## config.mk

```make
export PLATFORM = sky130hd
export DESIGN_NAME = gio_int_ctrl
export DESIGN_NICKNAME = d
export VERILOG_FILES = /design/src/rtl/gio_int_pkg.sv /design/src/rtl/gio_prio_enc.sv /design/src/rtl/gio_int_ctrl.sv
export SDC_FILE = /design/constraint.sdc
export NUM_CORES = 1
export LEC_CHECK = 0
export CORE_ASPECT_RATIO = 0.9
export CORE_MARGIN = 2
export CORE_UTILIZATION = 40
export CTS_CLUSTER_SIZE = 40
export DETAILED_ROUTE_END_ITERATION = 8
export GPL_TIMING_DRIVEN = 1
export PLACE_DENSITY_LB_ADDON = 0.3
export SYNTH_ARGS = -nofsm -noshare
export SYNTH_HDL_FRONTEND = slang
export SYNTH_HIERARCHICAL = 1
export SYNTH_SLANG_ARGS = --single-unit
```

## constraint.sdc

```tcl
create_clock -name clk -period 3.4 [get_ports clk]
set_input_delay 0.34 -clock clk [delete_from_list [all_inputs] [get_ports clk]]
set_output_delay 0.34 -clock clk [all_outputs]
set_load 0.02 [all_outputs]
```

## src/rtl/gio_int_pkg.sv

```systemverilog
// Shared encodings for the GPIO interrupt controller: FSM states and default port addresses.
package gio_int_pkg;

  typedef enum logic [1:0] {
    IDLE    = 2'd0,
    ASSERT  = 2'd1,
    SERVICE = 2'd2
  } state_t;

  localparam logic [7:0] DEF_ADDR_MASK = 8'h10;
  localparam logic [7:0] DEF_ADDR_PEND = 8'h11;
  localparam logic [7:0] DEF_ADDR_ID   = 8'h12;

endpackage

```

## src/rtl/gio_prio_enc.sv

```systemverilog
// Fixed-priority encoder, lowest set index wins; purely combinational, no handshake.
module gio_prio_enc #(
  parameter int NSRC = 4
) (
  input  logic [NSRC-1:0] req,
  output logic            valid,
  output logic [2:0]      idx
);

  always_comb begin
    valid = |req;
    idx   = 3'd0;
    // Scan downwards so the last hit, i.e. the lowest index, is kept.
    for (int i = NSRC - 1; i >= 0; i--) begin
      if (req[i]) idx = 3'(i);
    end
  end

endmodule

```

## src/rtl/gio_int_ctrl.sv

```systemverilog
// Shares the PicoBlaze interrupt line between NSRC edge-triggered sources with mask/pending/ID registers.
// Edge to interrupt in two clocks, port_out one clock behind address; sources are never stalled.
module gio_int_ctrl
  import gio_int_pkg::*;
#(
  parameter int         NSRC      = 4,
  parameter logic [7:0] ADDR_MASK = DEF_ADDR_MASK,
  parameter logic [7:0] ADDR_PEND = DEF_ADDR_PEND,
  parameter logic [7:0] ADDR_ID   = DEF_ADDR_ID
) (
  input  logic            clk,
  input  logic            rst,
  input  logic [7:0]      address,
  input  logic [7:0]      value_in,
  input  logic            wen,
  input  logic            ren,
  output logic [7:0]      port_out,
  input  logic [NSRC-1:0] irq_in,
  output logic            interrupt,
  input  logic            int_ack
);

  state_t            state, state_nxt;
  logic [NSRC-1:0]   irq_d, pending, mask, rise, eligible;
  logic [NSRC-1:0]   w1c_clr, ack_clr, pending_nxt;
  logic [2:0]        active_id, win_idx;
  logic              win_vld;
  logic              wr_mask, wr_pend, wr_id, ack_fire;
  logic [7:0]        rd_dat;
  logic              unused_ok;

  // Reads are side-effect free, so the read strobe carries no information here.
  assign unused_ok = ^{ren, value_in};

  assign wr_mask  = wen && (address == ADDR_MASK);
  assign wr_pend  = wen && (address == ADDR_PEND);
  assign wr_id    = wen && (address == ADDR_ID);
  assign ack_fire = (state == ASSERT) && int_ack;

  assign rise     = irq_in & ~irq_d;
  assign eligible = pending & mask;
  assign w1c_clr  = wr_pend ? value_in[NSRC-1:0] : '0;

  always_comb begin
    ack_clr = '0;
    for (int i = 0; i < NSRC; i++) begin
      ack_clr[i] = ack_fire && (active_id == 3'(i));
    end
  end

  // New edges are OR-ed in last so a simultaneous set beats any clear.
  assign pending_nxt = (pending & ~w1c_clr & ~ack_clr) | rise;

  gio_prio_enc #(.NSRC(NSRC)) u_prio (
    .req   (eligible),
    .valid (win_vld),
    .idx   (win_idx)
  );

  always_ff @(posedge clk or posedge rst) begin
    if (rst) begin
      irq_d     <= '0;
      pending   <= '0;
      mask      <= '0;
      active_id <= 3'd0;
      port_out  <= 8'h00;
    end else begin
      irq_d    <= irq_in;
      pending  <= pending_nxt;
      port_out <= rd_dat;
      if (wr_mask) mask <= value_in[NSRC-1:0];
      // active_id only moves on the IDLE->ASSERT hand-off and is frozen afterwards.
      if ((state == IDLE) && win_vld) active_id <= win_idx;
    end
  end

  always_ff @(posedge clk or posedge rst) begin
    if (rst) state <= IDLE;
    else     state <= state_nxt;
  end

  always_comb begin
    state_nxt = state;
    unique case (state)
      IDLE:    if (win_vld)  state_nxt = ASSERT;
      ASSERT:  if (int_ack)  state_nxt = SERVICE;
      SERVICE: if (wr_id)    state_nxt = IDLE;
      default:               state_nxt = IDLE;
    endcase
  end

  always_comb begin
    interrupt = (state == ASSERT);
  end

  always_comb begin
    rd_dat = 8'h00;
    if (address == ADDR_MASK)      rd_dat[NSRC-1:0] = mask;
    else if (address == ADDR_PEND) rd_dat[NSRC-1:0] = pending;
    else if (address == ADDR_ID)   rd_dat = {(state == SERVICE), 4'b0000, active_id};
  end

endmodule

```

==> Yosys cells after proc, flatten, opt, wreduce, memory -nomap -nowiden <==
Index checks and enable logic that the tools add are counted.
{ "totals": {"reg_bits": 25, "latchBits": 0, "mem_bits_rw": 0, "mem_bits_ro": 0, "in_bits": 25, "output_inout_bits": 9, "elab_cells": 52, "memories": 0} }
{ "op_classes": {"n_addsub": 0, "n_mul": 0, "div": 0, "n_lt_le_gt_ge": 0, "n_eq_ne": 11, "shifts": 0, "muxes": 14, "n_bitwise": 8, "reduce_logical": 13} }
{ "op_table": {"columns": ["op", "count"], "rows": [
  ["$eq 8x5->1 const B", 3],
  ["$mux 4", 5],
  ["$and 4x4->4", 4],
  ["$mux 2", 7],
  ["$not 4->4", 3],
  ["$logic_and 1x1->1", 9],
  ["$mux 8", 1],
  ["$eq 3x2->1 const B", 2],
  ["$pmux 2 s3", 1],
  ["$ne 2x2->1 const B", 2],
  ["$or 4x4->4", 1],
  ["$reduce_or 4->1", 1],
  ["$eq 3x1->1 const B", 1],
  ["$logic_not 3->1", 1],
  ["$reduce_and 3->1", 1],
  ["$eq 2x1->1 const B", 1],
  ["$eq 2x2->1 const B", 1],
  ["$logic_not 2->1", 1],
  ["$ne 2x1->1 const B", 1]
]} }

==> Depth between registers and ports, before layout <==
{ "logic_depth": {"word_depth": 7, "ltp_mapped": 5} }

==> By module <==
The synthesis kept the hierarchy.
{ "modules_own_cells": {"columns": ["module", "instances", "cells_per_inst", "area_each_um2", "seq_area_each_um2"], "rows": [
  ["gio_int_ctrl", 1, 91, 1029.7, 550.5],
  ["gio_prio_enc", 1, 9, 46.3, 0.0]
]} }

==> Worst setup path after synthesis <==
OpenSTA, ideal clock, no wires.
{ "synth_path": {"kind": "input to register", "start": "input port address[5]", "end": "register mask[0]", "arrival_time_ns": 1.560, "path_slack_ns": 1.712, "stages": 4, "cell_sequence": "or4b_1 > buf_2 > nor3_4 > mux2_1"} }
{ "synth_via": {"elab_chain_cells": 2} }
{ "synth_rtl": {"columns": ["item", "line_no", "rtl"], "rows": [
  ["start, declared", "gio_int_ctrl.sv:13", "input logic [7:0] address,"],
  ["$eq 8x5->1", "gio_int_ctrl.sv:35", "assign wr_mask = wen && (address == ADDR_MASK);"],
  ["$logic_and 1x1->1", "gio_int_ctrl.sv:35", null],
  ["end signal, assigned", "gio_int_ctrl.sv:71", "if (wr_mask) mask <= value_in[NSRC-1:0];"],
  ["end, declared", "gio_int_ctrl.sv:24", "logic [NSRC-1:0] irq_d, pending, mask, rise, eligible;"]
]} }
No other way between the ends.
A chain may end at the register's enable or synchronous reset.

==> Final worst setup path <==
{ "layout_path": {"start": "input port address[1]", "end": "register mask[0]"} }
Same word-level chain as after synthesis.

==> run metrics <==
largest net degree at the start of global routing=23; Synth Area in Adders=0; maximum root-to-sink buffer count=2; area of the multi-input gates=roughly 470 um^2; most common cell after layout, fill and taps aside=clkdlybuf4s50_1; first-pass GRT wire length=3570 um; Residual DRC=3; # fillers=250; Slew HR=0.448; Die Ht=~53 um; Crit path max-delay family=simple AND/OR/NAND/NOR gates; Site Rows=17; CTS hold repair buffers=0; Synth Instances=100; r2r setup slk=1770 ps; RR Startpoint=mask[0]; initial antenna violation count=0; core area=around 0.0025 mm^2; fin crit share=0.586; Startpoint Class=input port; Logic pwr share=0.220; Post-Synth Simple-Gate Area=0.216; Max Transition Viols Final=0; H-tree levels=1; Buf/Inv on CP=1; yosys warns=6; Placer Congestion=0.791; post-synthesis compound-gate area fraction=0.0849; Layout area overhead=25.7%; Die X=58.7 um; Max Cap Viol=0; HPWL after DPL=approximately 1600 um; Synth Register Bits=22; Final Hold Viols=0; CP Capture Type=register; Die ar.=about 0.0031 mm^2; Routed Antenna Nets=0; crit path DAT=roughly 2200 ps; drt first pass iters=8; mux share of post-synthesis cell area=0.120; Sink Count=22; register area=551 um^2; final WL=~2100 um; synthesized area per cell=roughly 11 um^2; run status=complete, but fails checks; clk_lat worst skew=approximately 300 ps; number of global-route vias before repair=approximately 770; CTS root buffer=clkbuf_4; Clock Skews=1.23 ps; final net count=roughly 150; TritonCTS clock tree=built; largest family of logic cells by synthesized area=simple AND/OR/NAND/NOR gates; Final TNS setup=0 ps; Vias=approximately 800; critical path class=in2reg; Mapped Area=about 0.0011 mm^2; Num CTS Buffers=3; HP Start=irq_d[0]; FF-to-FF End=active_id[0]; total grt overflow=0; critical-path cell list=clkdlybuf4s50_1 > or4b_1 > nor3_4 > mux2_1; routed length per instance=about 14 um; Internal=around 0.00040 W; total global-route track usage=0.156; Worst Hold Depth=1; ANT cells=0; Leak Pwr=0.601 nW; switching power=0.000158 W; worst vdd ir=between 150 and 200 uV; number of buffers added on ports=25; Sw Ratio=0.282; critical path's slowest cell=or4b_1; Worst-path clk slew=about 110 ps; Power Dens Cells=414 mW/mm^2; IO Count=34; DR vias/cell=5.24; sequential area share after synthesis=0.512; HP Class=reg2reg; part of the power in registers=0.574; crit path max fanout=7; Max stage delay on crit path=slightly below 700 ps; Reg2Reg Depth=5; Yosys cell types=29; Tmin final=1990 ps; Post-Place Cells=between 100 and 150; measured slew at the worst slew-check pin=approximately 830 ps; worst path required time=approximately 3600 ps; Post-Synth XOR/XNOR Area=0; commonest non-fill, non-tap cells in the layout=25 x clkdlybuf4s50_1, 22 x dfrtp_1, 8 x nand2_1; f_max=~0.50 GHz; Resize count post-CTS=0; Finished Layout Cells=152; effective utilization at floorplan=0.429; Final setup viols=0; DR iter-0 viols=12; RSZ-0062 raised after global routing=false; layout cells sized above 1=0.0806; failing checks=DRC; Hold Crit Endpoint=pending[0]; clock network power share=0.205; post-CTS setup buffers=0
[final cells by class]
cell class	count	area share
sequential	22	0.407
clock buffer	3	0.0167
inverter	7	0.0194
tap	28	0.0259
timing repair buffer	25	0.185
multi-input combinational	67	0.346
[worst max-delay path by stage]
stage	startpoint	endpoint	cells after the start
global route	address[1]	mask[1]	4
detailed placement	address[1]	mask[0]	4
floorplan	address[5]	mask[0]	4
finish	address[1]	mask[0]	4
global placement	address[1]	mask[0]	4
CTS	address[1]	mask[0]	4
[cells in the mapped netlist]
cell,count,share of area
dfrtp_1,22,0.51
mux2_1,4,0.042
conb_1,2,0.0070
o21ai_0,3,0.014
nor2_1,6,0.021
nor3_4,1,0.015
nor3_2,1,0.0093
nand2b_1,3,0.017
and3b_1,1,0.0081
nor2b_1,3,0.017
or4b_1,2,0.019
mux2_2,3,0.031
buf_2,1,0.0046
buf_1,1,0.0035
a21oi_2,1,0.0081
nand2_1,8,0.028
or3_4,1,0.010
nor3_1,5,0.023
and2_1,4,0.023
a2bb2oi_1,3,0.024
or4bb_1,1,0.010
o31ai_1,1,0.0070
buf_4,4,0.028
nand3b_1,1,0.0070
o22ai_1,4,0.023
inv_1,7,0.024
nor3b_1,1,0.0070
mux2i_1,5,0.047
o41ai_1,1,0.0081
[through the flow]
stage	cell area [um^2]	total power (W)	util	setup slack, ps	hold WS [ps]
after CTS	1350	0.000569	0.539	1410	443
after global routing	1350	0.000603	0.539	1360	456
after global placement	1330	0.000448	0.530	1080	413
final	1350	0.000560	0.539	1410	438
after detailed placement	1330	0.000451	0.530	1080	429
after floorplan	1080	0.000402	-	1710	329
[per-layer routing]
metal	GRT usage	vias up	part of all wire
li1	-	387	-
met1	0.203	379	0.43
met2	0.253	26	0.49
met3	0.0465	5	0.066
met4	0.0455	0	0.014
met5	0	-	0
[flip-flops by register name, indices dropped and copies added, names as in the netlist]
signal / flops
active_id: 3
irq_d: 4
mask: 4
pending: 4
port_out: 5
state: 2
[kinds of logic (layout without fill, tap and decap cells)]
family,count (synthesis),after routing
multiplexers,12,12
buffers and inverters,13,35
AO/OA/AOI/OAI,13,13
other,2,4
AND/OR/NAND/NOR,38,38
flip-flops,22,22
[power groups by stage]
stage / logic [W] / registers, W / clock network [W]
6_report: 0.000123 / 0.000322 / 0.000115
5_1_grt: 0.000138 / 0.000329 / 0.000135
4_1_cts: 0.000125 / 0.000321 / 0.000123
3_5_place_dp: 0.000125 / 0.000326 / 0
3_3_place_gp: 0.000122 / 0.000326 / 0
2_1_floorplan: 0.0000842 / 0.000317 / 0
Power figures use the tool's default switching activity.
